### config.mk
export PLATFORM = sky130hd
export DESIGN_NAME = ksa2_serial_ctrl_flat
export DESIGN_NICKNAME = d
export VERILOG_FILES = /design/src/rtl/ksa2_pkg.sv /design/src/rtl/ksa2_serial_ctrl_if.sv /design/src/rtl/ksa2_digit_shreg.sv /design/src/rtl/ksa2_serial_ctrl.sv /design/src/flat_wrapper.sv
export SDC_FILE = /design/constraint.sdc
export NUM_CORES = 1
export LEC_CHECK = 0
export ABC_AREA = 0
export CAP_MARGIN = 0
export CORE_UTILIZATION = 25
export DETAILED_ROUTE_END_ITERATION = 7
export GPL_ROUTABILITY_DRIVEN = 0
export GPL_TIMING_DRIVEN = 1
export PLACE_DENSITY_LB_ADDON = 0.25
export SYNTH_ARGS = -nofsm -noshare
export SYNTH_HDL_FRONTEND = slang
export SYNTH_SLANG_ARGS = --single-unit
### constraint.sdc
create_clock -name GCLK_Pad -period 2.6 [get_ports GCLK_Pad]
set_clock_uncertainty 0.05 [all_clocks]
set_input_delay 0.52 -clock GCLK_Pad [delete_from_list [all_inputs] [get_ports GCLK_Pad]]
set_output_delay 0.52 -clock GCLK_Pad [all_outputs]
set_load 0.01 [all_outputs]
### src/rtl/ksa2_pkg.sv
// Shared types and sizing helpers for the KSA2 digit-serial controller.
package ksa2_pkg;

    typedef enum logic [1:0] {
        IDLE  = 2'd0,
        ISSUE = 2'd1,
        WAIT  = 2'd2,
        DONE  = 2'd3
    } state_e;

    // Default KSA2 pulse latency from operand input to sum/cout.
    localparam int unsigned KSA2_PIPE_LAT = 4;

    // Number of 2-bit digits in a word.
    function automatic int unsigned ndig(input int unsigned word_w);
        return word_w / 2;
    endfunction

    // Counter width able to hold values 0..n-1 (at least one bit).
    function automatic int unsigned idx_w(input int unsigned n);
        return (n <= 2) ? 1 : $clog2(n);
    endfunction

endpackage

### src/rtl/ksa2_serial_ctrl_if.sv
// Operand request / result handshake bundle for ksa2_serial_ctrl.
interface ksa2_serial_ctrl_if #(
    parameter int unsigned WORD_W = 8
);
    logic              in_valid;
    logic              in_ready;
    logic [WORD_W-1:0] a;
    logic [WORD_W-1:0] b;
    logic              cin;
    logic              out_valid;
    logic              out_ready;
    logic [WORD_W-1:0] sum;
    logic              cout;

    modport master (
        output in_valid, a, b, cin, out_ready,
        input  in_ready, out_valid, sum, cout
    );

    modport slave (
        input  in_valid, a, b, cin, out_ready,
        output in_ready, out_valid, sum, cout
    );
endinterface

### src/rtl/ksa2_digit_shreg.sv
// Sum digit capture register and inter-digit carry register.
module ksa2_digit_shreg
    import ksa2_pkg::*;
#(
    parameter  int unsigned WORD_W = 8,
    localparam int unsigned IDX_W  = idx_w(ndig(WORD_W))
) (
    input  logic              clk,
    input  logic              rst_n,
    input  logic              clr,
    input  logic              cap,
    input  logic [IDX_W-1:0]  idx,
    input  logic [1:0]        digit,
    input  logic              carry_d,
    output logic [WORD_W-1:0] sum,
    output logic              carry
);

    // Clear on word acceptance; capture one digit and its carry per KSA2 result.
    always_ff @(posedge clk or negedge rst_n) begin
        if (!rst_n) begin
            sum   <= '0;
            carry <= 1'b0;
        end else if (clr) begin
            sum   <= '0;
            carry <= 1'b0;
        end else if (cap) begin
            sum[{idx, 1'b0} +: 2] <= digit;
            carry                 <= carry_d;
        end
    end

endmodule

### src/rtl/ksa2_serial_ctrl.sv
// Digit-serial word adder controller driving an external 2-bit KSA2.
// Optional feature: define KSA2_SELFCHECK_EN to add a behavioural reference
// adder that sets the sticky err flag on a result mismatch.
module ksa2_serial_ctrl
    import ksa2_pkg::*;
#(
    parameter int unsigned WORD_W   = 8,
    parameter int unsigned PIPE_LAT = KSA2_PIPE_LAT
) (
    input  logic               GCLK_Pad,
    input  logic               rst_n_Pad,
    ksa2_serial_ctrl_if.slave  bus,
    output logic [1:0]         ksa_a,
    output logic [1:0]         ksa_b,
    output logic               ksa_cin,
    input  logic [1:0]         ksa_sum,
    input  logic               ksa_cout,
    output logic               err
);

    localparam int unsigned NDIG  = ndig(WORD_W);
    localparam int unsigned IDX_W = idx_w(NDIG);
    localparam int unsigned CNT_W = idx_w(PIPE_LAT + 1);

    state_e            state, state_nxt;
    logic [IDX_W-1:0]  k_q, k_nxt, k_inc;
    logic [CNT_W-1:0]  cnt_q, cnt_nxt;
    logic [WORD_W-1:0] a_q, b_q;
    logic              accept, cap;
    logic [1:0]        ksa_a_nxt, ksa_b_nxt;
    logic              ksa_cin_nxt;
    logic              in_ready_q, out_valid_q;
    logic [WORD_W-1:0] sum_w;
    logic              carry_w;

    assign k_inc = k_q + IDX_W'(1);

    // Next-state, counters and the pulse values to present during ISSUE.
    always_comb begin
        state_nxt   = state;
        k_nxt       = k_q;
        cnt_nxt     = cnt_q;
        accept      = 1'b0;
        cap         = 1'b0;
        ksa_a_nxt   = 2'b00;
        ksa_b_nxt   = 2'b00;
        ksa_cin_nxt = 1'b0;
        case (state)
            IDLE: begin
                if (bus.in_valid) begin
                    accept      = 1'b1;
                    k_nxt       = '0;
                    state_nxt   = ISSUE;
                    ksa_a_nxt   = bus.a[1:0];
                    ksa_b_nxt   = bus.b[1:0];
                    ksa_cin_nxt = bus.cin;
                end
            end
            ISSUE: begin
                cnt_nxt   = CNT_W'(1);
                state_nxt = WAIT;
            end
            WAIT: begin
                if (cnt_q == CNT_W'(PIPE_LAT)) begin
                    cap     = 1'b1;
                    cnt_nxt = '0;
                    if (k_q == IDX_W'(NDIG - 1)) begin
                        state_nxt = DONE;
                    end else begin
                        k_nxt       = k_inc;
                        state_nxt   = ISSUE;
                        ksa_a_nxt   = a_q[{k_inc, 1'b0} +: 2];
                        ksa_b_nxt   = b_q[{k_inc, 1'b0} +: 2];
                        ksa_cin_nxt = ksa_cout;
                    end
                end else begin
                    cnt_nxt = cnt_q + CNT_W'(1);
                end
            end
            DONE: begin
                if (bus.out_ready) begin
                    state_nxt = IDLE;
                end
            end
            default: state_nxt = IDLE;
        endcase
    end

    // State, counters, operand latches and registered handshake/KSA2 outputs.
    always_ff @(posedge GCLK_Pad or negedge rst_n_Pad) begin
        if (!rst_n_Pad) begin
            state       <= IDLE;
            k_q         <= '0;
            cnt_q       <= '0;
            a_q         <= '0;
            b_q         <= '0;
            in_ready_q  <= 1'b1;
            out_valid_q <= 1'b0;
            ksa_a       <= 2'b00;
            ksa_b       <= 2'b00;
            ksa_cin     <= 1'b0;
        end else begin
            state       <= state_nxt;
            k_q         <= k_nxt;
            cnt_q       <= cnt_nxt;
            in_ready_q  <= (state_nxt == IDLE);
            out_valid_q <= (state_nxt == DONE);
            ksa_a       <= ksa_a_nxt;
            ksa_b       <= ksa_b_nxt;
            ksa_cin     <= ksa_cin_nxt;
            if (accept) begin
                a_q <= bus.a;
                b_q <= bus.b;
            end
        end
    end

    ksa2_digit_shreg #(
        .WORD_W (WORD_W)
    ) u_shreg (
        .clk     (GCLK_Pad),
        .rst_n   (rst_n_Pad),
        .clr     (accept),
        .cap     (cap),
        .idx     (k_q),
        .digit   (ksa_sum),
        .carry_d (ksa_cout),
        .sum     (sum_w),
        .carry   (carry_w)
    );

    assign bus.in_ready  = in_ready_q;
    assign bus.out_valid = out_valid_q;
    assign bus.sum       = sum_w;
    assign bus.cout      = carry_w;

`ifdef KSA2_SELFCHECK_EN
    localparam int unsigned REF_W = WORD_W + 1;

    logic [REF_W-1:0] ref_q;
    logic             chk_q;
    logic             err_q;

    // Reference sum taken at acceptance, compared in the first DONE cycle.
    always_ff @(posedge GCLK_Pad or negedge rst_n_Pad) begin
        if (!rst_n_Pad) begin
            ref_q <= '0;
            chk_q <= 1'b0;
            err_q <= 1'b0;
        end else begin
            chk_q <= (state_nxt == DONE) && (state != DONE);
            if (accept) begin
                ref_q <= REF_W'(bus.a) + REF_W'(bus.b) + REF_W'(bus.cin);
            end
            if (chk_q && ({carry_w, sum_w} != ref_q)) begin
                err_q <= 1'b1;
            end
        end
    end

    assign err = err_q;
`else
    assign err = 1'b0;
`endif

endmodule

### src/flat_wrapper.sv
// flat-port wrapper written by rule: the top's interface ports become plain ports
module ksa2_serial_ctrl_flat import ksa2_pkg::*;
#(
    parameter int unsigned WORD_W   = 8,
    parameter int unsigned PIPE_LAT = KSA2_PIPE_LAT
)
  (GCLK_Pad, rst_n_Pad, ksa_a, ksa_b, ksa_cin, ksa_sum, ksa_cout, err, bus_in_valid, bus_a, bus_b, bus_cin, bus_out_ready, bus_in_ready, bus_out_valid, bus_sum, bus_cout);
  ksa2_serial_ctrl_if #(.WORD_W(WORD_W)) bus_i ();
  input  logic GCLK_Pad;
  input  logic rst_n_Pad;
  output logic [1:0] ksa_a;
  output logic [1:0] ksa_b;
  output logic ksa_cin;
  input  logic [1:0] ksa_sum;
  input  logic ksa_cout;
  output logic err;
  input wire logic [$bits(bus_i.in_valid)-1:0] bus_in_valid;
  input wire logic [$bits(bus_i.a)-1:0] bus_a;
  input wire logic [$bits(bus_i.b)-1:0] bus_b;
  input wire logic [$bits(bus_i.cin)-1:0] bus_cin;
  input wire logic [$bits(bus_i.out_ready)-1:0] bus_out_ready;
  output wire logic [$bits(bus_i.in_ready)-1:0] bus_in_ready;
  output wire logic [$bits(bus_i.out_valid)-1:0] bus_out_valid;
  output wire logic [$bits(bus_i.sum)-1:0] bus_sum;
  output wire logic [$bits(bus_i.cout)-1:0] bus_cout;
  assign bus_i.in_valid = bus_in_valid;
  assign bus_i.a = bus_a;
  assign bus_i.b = bus_b;
  assign bus_i.cin = bus_cin;
  assign bus_i.out_ready = bus_out_ready;
  assign bus_in_ready = bus_i.in_ready;
  assign bus_out_valid = bus_i.out_valid;
  assign bus_sum = bus_i.sum;
  assign bus_cout = bus_i.cout;
  ksa2_serial_ctrl #(.WORD_W(WORD_W), .PIPE_LAT(PIPE_LAT)) u_core (.GCLK_Pad(GCLK_Pad), .rst_n_Pad(rst_n_Pad), .bus(bus_i), .ksa_a(ksa_a), .ksa_b(ksa_b), .ksa_cin(ksa_cin), .ksa_sum(ksa_sum), .ksa_cout(ksa_cout), .err(err));
endmodule
## After elaboration in Yosys (flattened, before gate mapping)

Cells that the tools add are included.

| word-level totals | value |
|---|---|
| logic and storage cells | 66 |
| output and inout port bits | 17 |
| bits in registers | 39 |
| input bits | 24 |

| cells by class | value |
|---|---|
| $add $sub $neg | 3 |
| eq/ne operators | 9 |
| muxes and demuxes | 32 |
| shift-type cells | 4 |
| reduce and logical (&&, ||, !) cells | 6 |

Operator list:

| cell | count |
|---|---|
| $mux 2 | 13 |
| $mux 8 | 2 |
| $shiftx 8x4->2 | 2 |
| $pmux 2 s2 | 3 |
| $mux 1 | 9 |
| $bwmux 8 | 1 |
| $eq 2x2->1 const B | 4 |
| $pmux 2 s4 | 1 |
| $shift 2x5->8 const A | 1 |
| $shiftx 2x5->8 | 1 |
| $pmux 3 s2 | 1 |
| $reduce_bool 2->1 | 3 |
| $neg 3->5 | 1 |
| $logic_not 2->1 | 2 |
| $ne 2x2->1 const B | 2 |
| $reduce_and 4->1 | 1 |
| $add 3x1->3 const B | 1 |
| $eq 3x3->1 const B | 1 |
| $mux 3 | 1 |
| $add 2x1->2 const B | 1 |
| $eq 2x1->1 const B | 1 |
| $ne 2x1->1 const B | 1 |
| $pmux 1 s2 | 1 |

## Longest topological paths before layout

| depth | value |
|---|---|
| depth in word-level cells | 5 |
| depth in mapped cells | 8 |

## Modules after synthesis

A second synthesis with hierarchy kept.

| unflattened totals | value |
|---|---|
| cells, all modules | 186 |
| area total of the unflattened synthesis | 1928.1 µm² |

By module, submodules not included:

| module | area an instance (µm²) | sequential area each (µm²) | cells each | times used |
|---|---|---|---|---|
| ksa2_serial_ctrl | 1402.6 | 752.0 | 141 | 1 |
| ksa2_digit_shreg | 525.5 | 225.2 | 45 | 1 |

## Least setup slack after synthesis

OpenSTA, ideal clock, no wires.

| timing | value |
|---|---|
| path kind | register to register |
| start | reg u_core.k_q[0] |
| end | reg u_core.u_shreg.sum[4] |
| slack | 740 ps |
| library setup time | 83 ps |
| data required time | 2467 ps |
| stages on the path, launching flop included | 9 |
| arrival time | 1728 ps |
| path through | dfrtp_1 buf_2 inv_1 ha_1 clkbuf_1 nand2_1 nor4_1 nand2_1 o21ai_0 |

| between the ends | value |
|---|---|
| cells in the longest elaborated chain, start to end | 5 |

RTL lines:

| element | line | RTL |
|---|---|---|
| start: declaration | ksa2_serial_ctrl.sv:26 | `logic [IDX_W-1:0] k_q, k_nxt, k_inc;` |
| start signal: assignment | ksa2_serial_ctrl.sv:104 | `k_q <= k_nxt;` |
| $neg 3->5 * | ksa2_digit_shreg.sv:28 | `sum[{idx, 1'b0} +: 2] <= digit;` |
| $shiftx 2x5->8 / $shift 2x5->8 (equally long branches) | ksa2_digit_shreg.sv:28 |  |
| $bwmux 8 * | ksa2_digit_shreg.sv:28 |  |
| $mux 8 * | ksa2_digit_shreg.sv:27 | `end else if (cap) begin` |
| $mux 8 * | ksa2_digit_shreg.sv:24 | `end else if (clr) begin` |
| end signal: indexed assignment | ksa2_digit_shreg.sv:28 |  |
| end: declaration | ksa2_digit_shreg.sv:15 | `output logic [WORD_W-1:0] sum,` |

Every way passes the cells marked *; elsewhere a longest branch is shown, timed or not. The select of a mux whose other input is x is not followed.
A chain may end at the register's enable or synchronous reset.

## Worst setup path after layout

| timing | value |
|---|---|
| start | reg u_core.k_q[0] |
| end | reg u_core.u_shreg.sum[5] |

The elaborated chain is that of the path after synthesis.

==> qor.csv <==
stage,metric,value,unit
timing,post-layout minimum cycle time,1.96,ns
setup_path,reg2reg start,u_core.k_q[0],
timing,Final Hold Viols,0,
detailed_routing,DRC,0,
setup_path,crit path DAT,2.11,ns
cts,clock sinks,39,
setup_path,critical path required time,2.75,ns
cts,CTS buffer count,5,
power_and_ir_drop,PnR Total Power,2060,uW
cts,Worst-Skew Late Latency,0.29,ns
power_and_ir_drop,VDD IR-drop max,240,uV
placed_design,Cells after DPL,325,
timing,max-slew violations,0,
finish,fin cells,333,
timing,RSZ-0062 raised after global routing,false,
detailed_routing,DR iter-0 viols,51,
detailed_routing,First-pass DRT Iterations,4,
synth,Yosys reg bits,39,
timing,Fmax,510,MHz
power_and_ir_drop,Static Leak,0.00112,uW
cts,post_cts resized,0,
placed_design,DP Worst Slack,0.584,ns
global_routing,"Remaining Overflow, GRT",0,
timing,Tcrit/Tclk final,75.4,%
global_routing,antenna violations before repair,0,
synth,"Distinct cells, synth",33,
floorplanning,I/O pin count,41,
floorplanning,core footprint,7210,um2
placed_design,IO Port Bufs,39,
synth,Main synth FF type,dfrtp_1,
detailed_routing,via/cell ratio,4.12,
setup_path,Critical Path Sink Type,flop,
finish,share of cells above drive strength 1,7.69,%
cts,H-Tree Depth,2,
cts,Post-CTS Setup Inserts,0,
timing,setup_tns,0,ns
global_routing,vias in the first global route,1376,
global_routing,GRT Total Usage,11.1,%
cts,root buf cell,clkbuf_8,
run_status,status,"finished, final reports clean",
detailed_routing,Via Count,1372,
cts,Hold Buf Count CTS,0,
floorplanning,Die H,88.1,um
detailed_routing,WL met3,195,um
timing,Setup Viol. Count Final,0,
synth,post-synthesis sequential area ratio,52.7,%
global_routing,first-pass GRT wire length,6470,um
synth,asr flop ratio synth,100,%
global_routing,largest net degree at the start of global routing,40,
floorplanning,chip width,88.1,um
setup_path,Critical path destination,u_core.u_shreg.sum[5],
setup_path,worst r2r dst,u_core.u_shreg.sum[5],
worst_hold_path,Tightest Hold Check Type,in -> async,
finish,"most common cell after layout, fill and taps aside",nand2_1,
finish,most frequent cells in the layout,"nand2_1, clkdlybuf4s50_1, dfrtp_1",
timing,Final WS setup,0.639,ns
setup_path,crit path kind,reg -> reg,
setup_path,reg2reg path depth,6,
finish,Layout Nets,267,
detailed_routing,Detailed Route WL,3860,um
setup_path,flop2flop setup slack,0.64,ns
detailed_routing,Routed WL per cell,11.6,um
finish,Diodes inserted,0,
detailed_routing,DR top layer,met4,
placed_design,post-detail-place hpwl,2760,um
synth,synthesized netlist cell count,193,
setup_path,CP startpoint kind,flop,
cts,CTS tree,built,
detailed_routing,met2 routed WL,1740,um
power_and_ir_drop,power per cell area,856,nW/um2
flow_run,Max Cap Violations,0,
cts,Worst-path clk slew,0.08,ns
synth,Post-synth EDFFs,0,
floorplanning,Initial Util,25.7,%
setup_path,worst setup path startpoint,u_core.k_q[0],
synth,post-synthesis instance area,1850,um2
timing,Slew Limit Headroom,41.9,%
cts,clock buffer depth,2,
detailed_routing,M1 WL,1890,um
detailed_routing,post-route ant nets,0,
setup_path,Worst Path Max Fanout,10,
synth,Ys Warns,0,
synth,post-synthesis net count,227,
synth,mean area per synthesized cell,9.60,um2
floorplanning,Core Rows,31,
finish,Area growth syn-to-layout,30.1,%
floorplanning,DIE AREA,7760,um2
timing,Slew @ Worst Pin,0.871,ns
==> metal layers <==
layer	up-vias	global-route usage (%)
met2	30	17.3
li1	708	-
met4	0	3.96
met3	4	3.68
met1	630	14.6
met5	-	0
==> state kept, by name (all words and copies together) (netlist names), 2 cells and up <==
| register | flops |
|---|---|
| u_core.a_q | 8 |
| u_core.b_q | 8 |
| u_core.cnt_q | 3 |
| u_core.k_q | 2 |
| u_core.ksa_a | 2 |
| u_core.ksa_b | 2 |
| u_core.state | 2 |
| u_core.u_shreg.sum | 8 |
==> synthesized netlist by cell type (2+ instances only) <==
| library cell | n | area share [%] |
|---|---|---|
| ha_1 | 10 | 6.8 |
| o41ai_1 | 2 | 0.95 |
| buf_2 | 3 | 0.81 |
| o21ai_1 | 2 | 0.54 |
| clkbuf_1 | 2 | 0.41 |
| a21oi_2 | 2 | 0.95 |
| buf_6 | 2 | 1.2 |
| and3_1 | 3 | 1.0 |
| and2_1 | 2 | 0.68 |
| a21oi_1 | 2 | 0.54 |
| dfrtp_1 | 38 | 51 |
| nand3_1 | 6 | 1.6 |
| nor4_1 | 2 | 0.68 |
| mux4_2 | 4 | 4.9 |
| inv_1 | 7 | 1.4 |
| o21ai_0 | 9 | 2.4 |
| nand2_1 | 75 | 15 |
| nor2_1 | 7 | 1.4 |
==> worst max-delay path, stage by stage, from the launching register on <==
cell and delay [ns]:
dfrtp_1 0.51, inv_1 0.16, ha_1 0.57, nand2_1 0.08, nor4_1 0.26, nand2_1 0.09, o21ai_0 0.15
==> stage by stage <==
| stage | instance area [um2] | utilization (%) | hold slack [ns] |
|---|---|---|---|
| 4_1_cts | 2410 | 33.4 | 0.325 |
| 6_report | 2410 | 33.4 | 0.291 |
| 3_3_place_gp | 2320 | 32.2 | 0.408 |
| 5_1_grt | 2410 | 33.4 | 0.355 |
| 2_1_floorplan | 1850 | - | 0.174 |
| 3_5_place_dp | 2320 | 32.2 | 0.412 |
==> kinds of logic after synthesis <==
kind of cell / after synthesis / synth area share, %
simple gates: 100 / 22.7
flops: 39 / 52.7
compound gates: 23 / 7.97
buf+inv: 15 / 4.25
fa+ha+maj: 10 / 6.75
mux: 5 / 5.40
other cells: 1 / 0.202
==> cell type report <==
class                      count  area (um2)
timing repair buffer          41         400
fill                         783        4800
clock inverter                 2        13.8
inverter                       7        26.3
sequential                    39         977
multi-input combinational    139         797
clock buffer                   6        72.6
tap                           99         124
==> worst min path at each step <==
stage | end | slack [ns]
global placement | u_core.a_q[6] | 0.41
CTS | u_core.ksa_cin | 0.32
floorplan | u_core.a_q[0] | 0.17
finish | u_core.u_shreg.carry | 0.29
detailed placement | u_core.b_q[4] | 0.41
global route | u_core.ksa_cin | 0.36
==> power by group <==
part / leakage (uW) / switching [uW] / internal (uW)
Clock: 0.0000452 / 217 / 189
Combinational: 0.000569 / 398 / 343
Sequential: 0.000504 / 107 / 810
Total: 0.00112 / 722 / 1340
Note: power is estimated with default switching activity, not from simulation.
==> variant, RTL diff (config.mk and constraints unchanged) <==
The option `KSA2_SELFCHECK_EN` is turned on by a define.
--- a/src/rtl/ksa2_serial_ctrl.sv
+++ b/src/rtl/ksa2_serial_ctrl.sv
@@ -3,2 +3,4 @@
 // adder that sets the sticky err flag on a result mismatch.
+`define KSA2_SELFCHECK_EN
+
 module ksa2_serial_ctrl
Check against the original RTL: no difference found for any inputs over 10 cycles, from zero or initial values and one cycle with rst_n_Pad low; that may be too few to reach the edited logic, so the function may still have changed.
==> variant against the unedited design <==
Setup slack got worse by 0.50 ns. Maximum frequency down 20%. Via count up 49%. Register-to-register slack worse by 0.02 ns. Sequential share of layout area is 3.2 points lower. Total power up 35%. Design area grew 39%. Sequential cell count up 11. Synthesized cell count grew 43%. Synthesized area grew 44%. Routed wire length grew 67%. Critical path type is now primary input to flop. Critical endpoint is now u_core.ref_q[8].
==> variant: results (changes against the unedited design) <==
Outcome
  • Run status: finished clean

CTS
  • H-tree Lvls: 2 (unchanged)
  • Clock Path Buffers: 2 (unchanged)
  • TritonCTS buffer count: 5 (unchanged)
  • Number of gates resized after cts: 0 (unchanged)
  • Insertion delay to the later sink of the worst-skew pair: about 0.30 ns
  • Clock slew at reported path FFs: ~0.090 ns
  • Master cell of the clock root buffer: clkbuf_8
  • Setup repair bufs after CTS: 0 (unchanged)

Final layout
  • Fill cell instance count of the final layout: 1069 (+37%)
  • Reg with most FFs: u_core.ref_q
  • Flip-flop count of the largest register after layout: 9
  • Area of combinational cells with multiple inputs: 0.00133 mm² (+67%)
  • Post-layout nets: 364 (+36%)
  • Share of cells above drive strength 1: 0.0932 (+0.0162)
  • ANT cells: 0 (unchanged)

Drt
  • Aggregate routed wire length: 6.43 mm (+67%)
  • Routed length on met1: 3.21 mm (+70%)
  • Highest routed layer: met4
  • Total length of routed met2 wires: 2.89 mm (+65%)
  • Ratio of routed vias to standard cells: 4.46 (+8.2%)
  • Detailed-router iteration count before antenna repair: 5 (+1)
  • Number of vias after detailed routing: 2042 (+49%)
  • Sum of met3 wire segment lengths after detailed routing: 262 µm (+34%)
  • Iter 0 DRT Violations: 76 (+49%)

Logic synthesis
  • Most frequent cells after synthesis: nand2_1, dfrtp_1, ha_1, o21ai_0, a21oi_1
  • Prevailing post-synth register cell: dfrtp_1
  • Synth Area per Inst: 9.67 µm² (+0.76%)
  • Number of different library cells in the post-synthesis netlist: 44 (+33%)
  • Part of the Yosys area used for sequential elements: 0.469 (-0.0583)
  • Yosys Warn Count: 0 (unchanged)
  • Synth area leaders: dfrtp_1, nand2_1, ha_1
  • Net count after synthesis: 319 (+41%)
  • Number of synthesized flops with an enable pin: 0 (unchanged)
  • Share of synthesized registers carrying an async set or reset: 1.00 (unchanged)

Placement
  • Area after detailed placement: 0.00324 mm² (+40%)
  • Count of input and output buffers: 40 (+2.6%)
  • Placed cell count: 450 (+38%)
  • Post-Place Worst Slack: -0.251 ns (-0.835 ns)
  • Post-detail-place hpwl: 4.81 mm (+74%)

Global route
  • All-Layer GR Usage: 0.128 (+0.0171)
  • Wire length of the first global-routing pass: 11.2 mm (+72%)
  • Largest net degree at the start of global routing: 51 (+28%)
  • Initial antenna violation count: 0 (unchanged)
  • Number of global-route vias before repair: 2118 (+54%)

Power and ir drop
  • Worst voltage drop across the vdd grid: 0.267 mV (+11%)
  • Static Leakage: 1.55 nW (+38%)

Worst setup path
  • Critical path capture point type: flop
  • Top cell family by delay on the critical path: adder cells
  • Library cell contributing the largest single delay on the critical path: clkdlybuf4s50_1
  • Worst path arrival time: 2.61 ns (+0.50 ns)
  • Largest stage delay, worst path: 0.46 ns (-0.11 ns)
  • Critical path fanouts, max: 2 (-8)

Timing
  • Slew at the pin closest to its max-slew limit: 0.660 ns (-0.211 ns)

Min path
  • Path type of the worst min-delay path: primary input to async pin
-- variant: cell types whose count changed in the layout (fill, tap and decap cells not counted), moves of 7 or more --
cell,before,now
nand2_1,75,85
ha_1,10,17
a21oi_1,2,11
dfrtp_1,38,49
xor2_1,0,8
-- variant: final timing paths --
check                                startpoint                    end  slack [ns]  cells past startpoint
worst max-delay path                    bus_cin        u_core.ref_q[8]        0.14                      7
worst min-delay path                  rst_n_Pad        u_core.ksa_a[0]        0.27                      2
worst max register to register  u_core.state[0]  u_core.u_shreg.sum[6]        0.62                      6
worst min register to register     u_core.chk_q             u_core.err        0.42                      1
max in group asynchronous             rst_n_Pad  u_core.u_shreg.sum[0]        1.79                      2
min in group GCLK_Pad              u_core.chk_q             u_core.err        0.42                      1
-- variant: kinds of logic (layout without fill, tap and decap cells) --
family,after synthesis,after routing,synth area share
AND/OR/NAND/NOR,118,118,0.198
flip-flops,50,50,0.469
XOR/XNOR,12,12,0.0394
adder cells (fa/ha/maj),19,19,0.0947
multiplexers,5,5,0.0380
AO/OA/AOI/OAI,52,52,0.127
buffers and inverters,20,66,0.0333
-- variant: where the power goes --
group / switching, mW / internal (mW) / leakage, nW
registers: 0.174 / 1.05 / 0.637
logic: 0.529 / 0.478 / 0.856
clock network: 0.258 / 0.288 / 0.0524
-- variant: cell type report --
class	count	share of cell area
timing repair buffer	48	0.136
clock buffer	7	0.0228
sequential	50	0.374
clock inverter	1	0.00896
tap	136	0.0507
inverter	10	0.0112
multi-input combinational	206	0.397
-- variant: layer usage --
layer | GRT usage | up-vias
met2 | 0.200 | 41
met3 | 0.0210 | 5
li1 | - | 1027
met5 | 0 | -
met4 | 0.0392 | 0
met1 | 0.182 | 969
